[src/rtl/add_sub_pkg.sv]
// add_sub_pkg: shared default width and add/subtract mode encoding for add_sub_df
package add_sub_pkg;
  localparam int WIDTH_DEFAULT = 4;
  typedef enum logic {ADD = 1'b0, SUB = 1'b1} mode_e;
endpackage

[src/rtl/full_adder.sv]
// full_adder: one-bit full adder (a, b, ci -> s, co), the carry-chain cell of add_sub_df
module full_adder (
  input  logic a,
  input  logic b,
  input  logic ci,
  output logic s,
  output logic co
);
  assign s = a ^ b ^ ci;
  assign co = (a & b) | (ci & (a ^ b));
endmodule

[src/rtl/add_sub_df.sv]
// add_sub_df: registered ripple-carry add/sub (clk, rst_n, A, B, Cin 0=add/1=sub, in_valid -> R, Cout, out_valid; V/Z when ADD_SUB_DF_FLAGS_EN)
module add_sub_df
  import add_sub_pkg::*;
#(
  parameter int WIDTH = WIDTH_DEFAULT
) (
  input  logic             clk,
  input  logic             rst_n,
  input  logic [WIDTH-1:0] A,
  input  logic [WIDTH-1:0] B,
  input  logic             Cin,
  input  logic             in_valid,
  output logic [WIDTH-1:0] R,
  output logic             Cout,
  output logic             out_valid
`ifdef ADD_SUB_DF_FLAGS_EN
  ,
  output logic             V,
  output logic             Z
`endif
);
  logic             inv;
  logic [WIDTH:0]   c;
  logic [WIDTH-1:0] s;
  assign inv = (mode_e'(Cin) == SUB);
  assign c[0] = inv;
  for (genvar i = 0; i < WIDTH; i++) begin : g_fa
    full_adder fa (.a(A[i]), .b(B[i] ^ inv), .ci(c[i]), .s(s[i]), .co(c[i+1]));
  end
  always_ff @(posedge clk or negedge rst_n)
    if (!rst_n) begin
      R <= '0;
      Cout <= 1'b0;
      out_valid <= 1'b0;
`ifdef ADD_SUB_DF_FLAGS_EN
      V <= 1'b0;
      Z <= 1'b0;
`endif
    end else begin
      out_valid <= in_valid;
      if (in_valid) begin
        R <= s;
        Cout <= c[WIDTH];
`ifdef ADD_SUB_DF_FLAGS_EN
        V <= c[WIDTH] ^ c[WIDTH-1];
        Z <= ~|s;
`endif
      end
    end
endmodule

[config.mk]
export PLATFORM = sky130hd
export DESIGN_NAME = add_sub_df
export DESIGN_NICKNAME = d
export VERILOG_FILES = /design/src/rtl/add_sub_pkg.sv /design/src/rtl/full_adder.sv /design/src/rtl/add_sub_df.sv
export SDC_FILE = /design/constraint.sdc
export NUM_CORES = 1
export LEC_CHECK = 0
export CAP_MARGIN = 20
export CORE_AREA = 2 2 39 41
export DETAILED_ROUTE_END_ITERATION = 6
export DIE_AREA = 0 0 41 43
export SKIP_CTS_REPAIR_TIMING = 1
export SYNTH_ARGS = -nofsm -noshare
export SYNTH_HDL_FRONTEND = slang
export SYNTH_SLANG_ARGS = --single-unit
[constraint.sdc]
create_clock -name clk -period 2 [get_ports clk]
set_input_delay 0.4 -clock clk [delete_from_list [all_inputs] [get_ports clk]]
set_output_delay 0.4 -clock clk [all_outputs]
set_load 0.05 [all_outputs]
==> results.yml, run 1 <==
global_route:
  grt_usage_pct: 8.00
  antenna_violations_before_repair: 0
  highest_utilization_routing_layer_at_the_global_route_stage: "met2"
  gr-total-overflow: 0
  global_route.usage.met3_pct: 3.66
  grt_first_pass_wirelength_um: 890
  met2_usage_pct: 9.69
  grt_max_degree: 8
  met1_usage_pct: 9.60
  first_global_vias: 242
detailed_routing:
  drt_drc_violations_left: 0
  routed-via-count: 258
  detail_route.vias_per_cell: 3.97
  wl_per_cell_um: 9.66
  routed_wl_um: 628
  first_iter_violations: 2
  drt.antenna.violating_nets: 0
  first_pass_iters: 2
critical_path:
  path_cells: "buf_6, mux2i_2, fa_2, fa_2, inv_2, fa_1, mux2_4"
  arrival_ps: 2130
  crit_family: "adder cells"
  worst_ep_required_time_ps: 2120
  timing.critical_path.slowest_stage_cell: "sky130_fd_sc_hd__fa_2"
  setup.worst_path.end_class: "flip-flop"
  start_kind: "input port"
  most_prevalent_standard_cell_on_the_critical_path: "sky130_fd_sc_hd__fa_2"
  critPathBufInv: 2
  setup.worst_path.class: "in -> reg"
  critPathMaxStageDelay_ps: 400
  cp_max_fo: 2
clocking:
  cts_sinks: 6
  cts-root-buf: "sky130_fd_sc_hd__clkbuf_4"
  h_tree_level_count: 1
  cts-buffers-inserted: 3
  clock_pin_slew_reported_for_the_worst_setup_and_hold_paths_after_clock_tree_synthesis_ps: 40
  cts_tree: "done"
  clkLatencyLatePin_ps: 240
  cts.path.max_buffers: 2
sta:
  final_worst_setup_slack_ps: -10.9
  finClkSkew_ps: 0
  timing_worst_slew_pin_value_ps: 489
  finalCriticalPeriod_ps: 2010
  final-max-slew-violation-count: 0
  hold_violations: 0
  highest_attainable_clock_frequency_mhz: 497
  rsz0062_at_grt: "yes"
  timing.final.crit_share_pct: 101
  report.final.setup_viol: 1
  relative_slew_margins_pct: 67.3
pwr:
  power.switching_fraction_pct: 37.6
  power-per-cell-area_nw_per_um2: 854
  power_switching_mw: 0.195
  power.sequential.fraction_pct: 31.3
  worst_ir_drop_vdd_mv: 0.237
  clockPowerShare_pct: 20.4
  combPwrFrac_pct: 48.3
  total_leakage_power_nw: 0.292
  p_int_mw: 0.324
placed_design:
  place.port_buffers: 17
  gpl.final_weighted_congestion: 0.567
  dpl-instance-area_um2: 556
  preCtsSetupSlack_ps: -682
die:
  floorplan.initialDensity_pct: 24.9
  die_x_um: 41
  die-height_um: 43
  placement_rows: 14
  floorplan.io_pins: 18
  design.die.area_um2: 1760
  core_area_um2: 1380
layout:
  num-nets-final: 66
  diodes: 0
  area_growth_from_synthesis_to_layout_pct: 76.7
  stdcell_area_um2: 608
  fill_cells: 149
  layout-drive-gt1-share_pct: 34.7
synthesis:
  synth_top_area_share_pct: 43.6
  syn-instance-count: 26
  synth_edf_count: 0
  synthMostInstantiatedCell: "sky130_fd_sc_hd__dfrtp_1"
  post_synth_most_frequent_cells: "sky130_fd_sc_hd__dfrtp_1 (6), sky130_fd_sc_hd__inv_1 (5), sky130_fd_sc_hd__fa_1 (3), sky130_fd_sc_hd__mux2i_1 (3), sky130_fd_sc_hd__xnor2_1 (3)"
  netlist_top_cells_area: "sky130_fd_sc_hd__dfrtp_1 (44%), sky130_fd_sc_hd__fa_1 (17%), sky130_fd_sc_hd__mux2i_1 (8.7%)"
  synth.yosys.seq_area_share_pct: 43.6
  netlist.top_cell.by_area: "sky130_fd_sc_hd__dfrtp_1"
  ys_warn_count: 0
  netlist_area_um2: 344
  synth-seq-cells: 6
  postSynth.asyncResetShare_pct: 100
  ys_dominant_reg_cell: "sky130_fd_sc_hd__dfrtp_1"
  synth_nets: 41
  synth_area_per_cell_um2: 13.2
  netlist-cell-type-count: 10
run:
  cap_viol_max_count: 0
run_status:
  result_of_the_run: "finished, violations left"
  violations_in_the_final_reports: "negative setup slack"
worst_hold_path:
  timing.hold.worst.class: "in -> async"
==> layer usage <==
metal | share of wire [%] | vias to the layer above
met2 | 50 | 17
met3 | 13 | 0
met1 | 37 | 116
met5 | 0 | -
met4 | 0 | 0
li1 | - | 125
==> path summary, 6_finish.rpt <==
kind / end / cells after the start / startpoint / slack (ps)
hold reg to reg: Cout / 1 / Cout / 520
hold / removal: out_valid / 1 / rst_n / 400
setup / recovery: R[3] / 7 / B[0] / -10
setup reg to reg: R[3] / 1 / R[3] / 1240
max in group asynchronous: Cout / 1 / rst_n / 1390
min in group clk: Cout / 1 / Cout / 520
==> layout by cell type (no fill, tap or decap) <==
cell                              instances
sky130_fd_sc_hd__a21oi_1                  1
sky130_fd_sc_hd__buf_4                    5
sky130_fd_sc_hd__buf_6                    2
sky130_fd_sc_hd__clkbuf_4                 3
sky130_fd_sc_hd__clkdlybuf4s50_1         12
sky130_fd_sc_hd__dfrtp_1                  6
sky130_fd_sc_hd__dlymetal6s2s_1           2
sky130_fd_sc_hd__fa_1                     1
sky130_fd_sc_hd__fa_2                     2
sky130_fd_sc_hd__inv_1                    4
sky130_fd_sc_hd__inv_2                    1
sky130_fd_sc_hd__mux2_4                   2
sky130_fd_sc_hd__mux2i_1                  2
sky130_fd_sc_hd__mux2i_2                  1
sky130_fd_sc_hd__nor2_1                   1
sky130_fd_sc_hd__xnor2_1                  2
sky130_fd_sc_hd__xnor2_4                  1
sky130_fd_sc_hd__xor2_1                   1
==> cell families (layout without fill, tap and decap cells) <==
| kind of cell | Yosys count | in the layout | share of synthesized area, % |
|---|---|---|---|
| DFF | 6 | 6 | 43.6 |
| buffers and inverters | 6 | 29 | 8.73 |
| muxes | 5 | 5 | 17.5 |
| xor gates and xnor gates | 4 | 4 | 10.2 |
| adders and majority gates | 3 | 3 | 17.5 |
| AOI/OAI and AO/OA | 1 | 1 | 1.45 |
| and+or+nand+nor | 1 | 1 | 1.09 |
==> power by group through the flow <==
stage,Sequential [mW],Clock [mW],Combinational (mW)
after global routing,0.166,0.121,0.270
after floorplan,0.255,0,0.0571
final,0.162,0.106,0.251
after detailed placement,0.164,0,0.243
after global placement,0.163,0,0.241
after CTS,0.162,0.112,0.244
==> state kept, by name, summed over array words and instances (netlist names) <==
register,count
R,4
out_valid,1
Cout,1
==> area by class of cell <==
class | count | area (um2) | area share, %
Tap cell | 16 | 20.0 | 3.29
Multi-Input combinational cell | 14 | 191 | 31.5
Timing Repair Buffer | 21 | 205 | 33.7
Inverter | 5 | 18.8 | 3.09
Sequential cell | 6 | 150 | 24.7
Clock buffer | 3 | 22.5 | 3.70
==> per-stage QoR <==
| stage | std cells | TNS (ps) | hold WS [ps] | power, mW | util (%) |
|---|---|---|---|---|---|
| 3_3_place_gp | 62 | -1120 | 506 | 0.404 | 40.1 |
| 2_1_floorplan | 26 | -75.6 | 104 | 0.313 | - |
| 3_5_place_dp | 62 | -1190 | 507 | 0.407 | 40.1 |
| 6_report | 65 | -10.9 | 399 | 0.519 | 43.9 |
| 4_1_cts | 65 | -538 | 401 | 0.518 | 41.8 |
| 5_1_grt | 65 | -50.4 | 408 | 0.557 | 43.9 |
(Power assumes the default switching activity.)
==> run 2: changes to the inputs <==
clock period = 1.9 ns   (was 2 ns; I/O delays follow)
==> run 2 against run 1 <==
Effect of this change: die area unchanged; the flow still finishes with violations (negative setup slack); clock-buffer cell count stayed put; routed wire length up 3.8%; highest routed layer unchanged; via count is 2.7% lower; total power grew 5.6%; largest cell class unchanged; clock skew is the same.
==> results.yml, run 2 (synthesis results as in run 1) <==
run_status:
  result_of_the_run: "finished, violations left"
  violations_in_the_final_reports: "negative setup slack"
clocking:
  cts-root-buf: "sky130_fd_sc_hd__clkbuf_4"
  clock_pin_slew_reported_for_the_worst_setup_and_hold_paths_after_clock_tree_synthesis_ps: 40
  cts_sinks: 6
  cts-buffers-inserted: 3
  h_tree_level_count: 1
  cts_tree: "done"
  cts.path.max_buffers: 2
  clkLatencyLatePin_ps: 240
critical_path:
  most_prevalent_standard_cell_on_the_critical_path: "sky130_fd_sc_hd__fa_2"
  startpoint: "B[0]"
  arrival_ps: 2120
  worstReg2RegStart: "R[3]"
  reg2reg_setup_slack_ps: 1140
  start_kind: "input port"
  path_cells: "buf_6, mux2i_2, fa_2, fa_2, inv_2, fa_1, mux2_4"
  critPathMaxStageDelay_ps: 400
  worst_setup_path_endpoint: "R[3]"
  worst_ep_required_time_ps: 2020
  setup.worst_path.end_class: "flip-flop"
  setup.worst_path.class: "in -> reg"
  r2r_end: "R[3]"
  reg2regPathDepth: 1
  timing.critical_path.slowest_stage_cell: "sky130_fd_sc_hd__fa_2"
  cp_max_fo: 2
layout:
  final-seq-area_um2: 150
  biggestRegsByFlops: "R (4), Cout (1), out_valid (1)"
  mostFrequentLayoutCell: "sky130_fd_sc_hd__clkdlybuf4s50_1"
  fill_cells: 153
  layout-drive-gt1-share_pct: 36.7
  area_growth_from_synthesis_to_layout_pct: 78.9
  final_util_pct: 44.5
  largest_register_ffs: 4
  final_cell_mix: "sky130_fd_sc_hd__clkdlybuf4s50_1 (12), sky130_fd_sc_hd__dfrtp_1 (6), sky130_fd_sc_hd__buf_4 (5)"
  stdcell_area_um2: 616
  regMostFlops: "R"
  diodes: 0
  num-nets-final: 66
  multi_input_area_um2: 199
sta:
  hold_violations: 0
  final-max-slew-violation-count: 0
  finClkSkew_ps: 0
  highest_attainable_clock_frequency_mhz: 501
  finalCriticalPeriod_ps: 2000
  timing_worst_slew_pin_value_ps: 496
  final_worst_setup_slack_ps: -97.5
  timing.final.crit_share_pct: 105
  report.final.setup_viol: 1
  fin_hold_ws_ps: 382
  rsz0062_at_grt: "yes"
  relative_slew_margins_pct: 66.8
placed_design:
  dpl-instance-area_um2: 556
  preCtsSetupSlack_ps: -763
  gpl.final_weighted_congestion: 0.567
  place.port_buffers: 17
pwr:
  worst_ir_drop_vdd_mv: 0.246
  power.sequential.fraction_pct: 31.2
  combPwrFrac_pct: 48.7
  power_switching_mw: 0.206
  p_int_mw: 0.343
  power.switching_fraction_pct: 37.5
  power-per-cell-area_nw_per_um2: 891
  clockPowerShare_pct: 20.1
  total_power_mw: 0.549
  total_leakage_power_nw: 0.297
detailed_routing:
  dr.max_layer_used: "met3"
  wl_per_cell_um: 10.0
  met2RoutedLength_um: 317
  drt.antenna.violating_nets: 0
  first_pass_iters: 2
  first_iter_violations: 2
  routed_wl_um: 652
  detail_route.vias_per_cell: 3.86
  drt_drc_violations_left: 0
  wl_met1_um: 247
  wl_met3_um: 86
  routed-via-count: 251
run:
  cap_viol_max_count: 0
die:
  die_x_um: 41
  floorplan.initialDensity_pct: 24.9
  floorplan.io_pins: 18
  placement_rows: 14
  design.die.area_um2: 1760
  core_area_um2: 1380
  die-height_um: 43
global_route:
  gr-total-overflow: 0
  first_global_vias: 239
  grt_first_pass_wirelength_um: 917
  antenna_violations_before_repair: 0
  grt_max_degree: 8
  grt_usage_pct: 8.21
worst_hold_path:
  timing.hold.worst.class: "in -> async"
[run 2: cell type report]
class	instances	share of cell area, %
Timing Repair Buffer	21	33.3
Clock buffer	3	3.66
Tap cell	16	3.25
Sequential cell	6	24.4
Inverter	5	3.05
Multi-Input combinational cell	14	32.3
[run 2: routing by layer]
metal | vias to the layer above | global-route usage, %
li1 | 125 | -
met1 | 109 | 10.3
met2 | 17 | 9.69
met3 | 0 | 3.66
met4 | 0 | 8.00
met5 | - | 0
[run 2: power by group through the flow]
| stage | combinational (mW) | sequential, mW | clock [mW] |
|---|---|---|---|
| 3_3_place_gp | 0.254 | 0.172 | 0 |
| 6_report | 0.267 | 0.171 | 0.110 |
| 4_1_cts | 0.257 | 0.171 | 0.118 |
| 2_1_floorplan | 0.0601 | 0.269 | 0 |
| 3_5_place_dp | 0.256 | 0.172 | 0 |
| 5_1_grt | 0.289 | 0.174 | 0.127 |
[run 2: how the worst min path moves through the flow]
stage / depth (start not counted) / slack, ps / to
2_1_floorplan: 0 / 80 / Cout
3_3_place_gp: 1 / 510 / Cout
3_5_place_dp: 1 / 510 / Cout
4_1_cts: 1 / 380 / out_valid
5_1_grt: 1 / 390 / R[3]
6_report: 1 / 380 / out_valid
[run 2: per-stage QoR]
step,std cells,setup TNS [ps]
6_report,65,-97.5
5_1_grt,65,-150
4_1_cts,65,-692
3_5_place_dp,62,-1430
3_3_place_gp,62,-1360
2_1_floorplan,26,-156
[run 2: worst max-delay path, delay by kind of cell]
family | cells | cell delay [ps]
adder cells (fa/ha/maj) | 3 | 1170
buffers and inverters | 2 | 160
multiplexers | 2 | 410
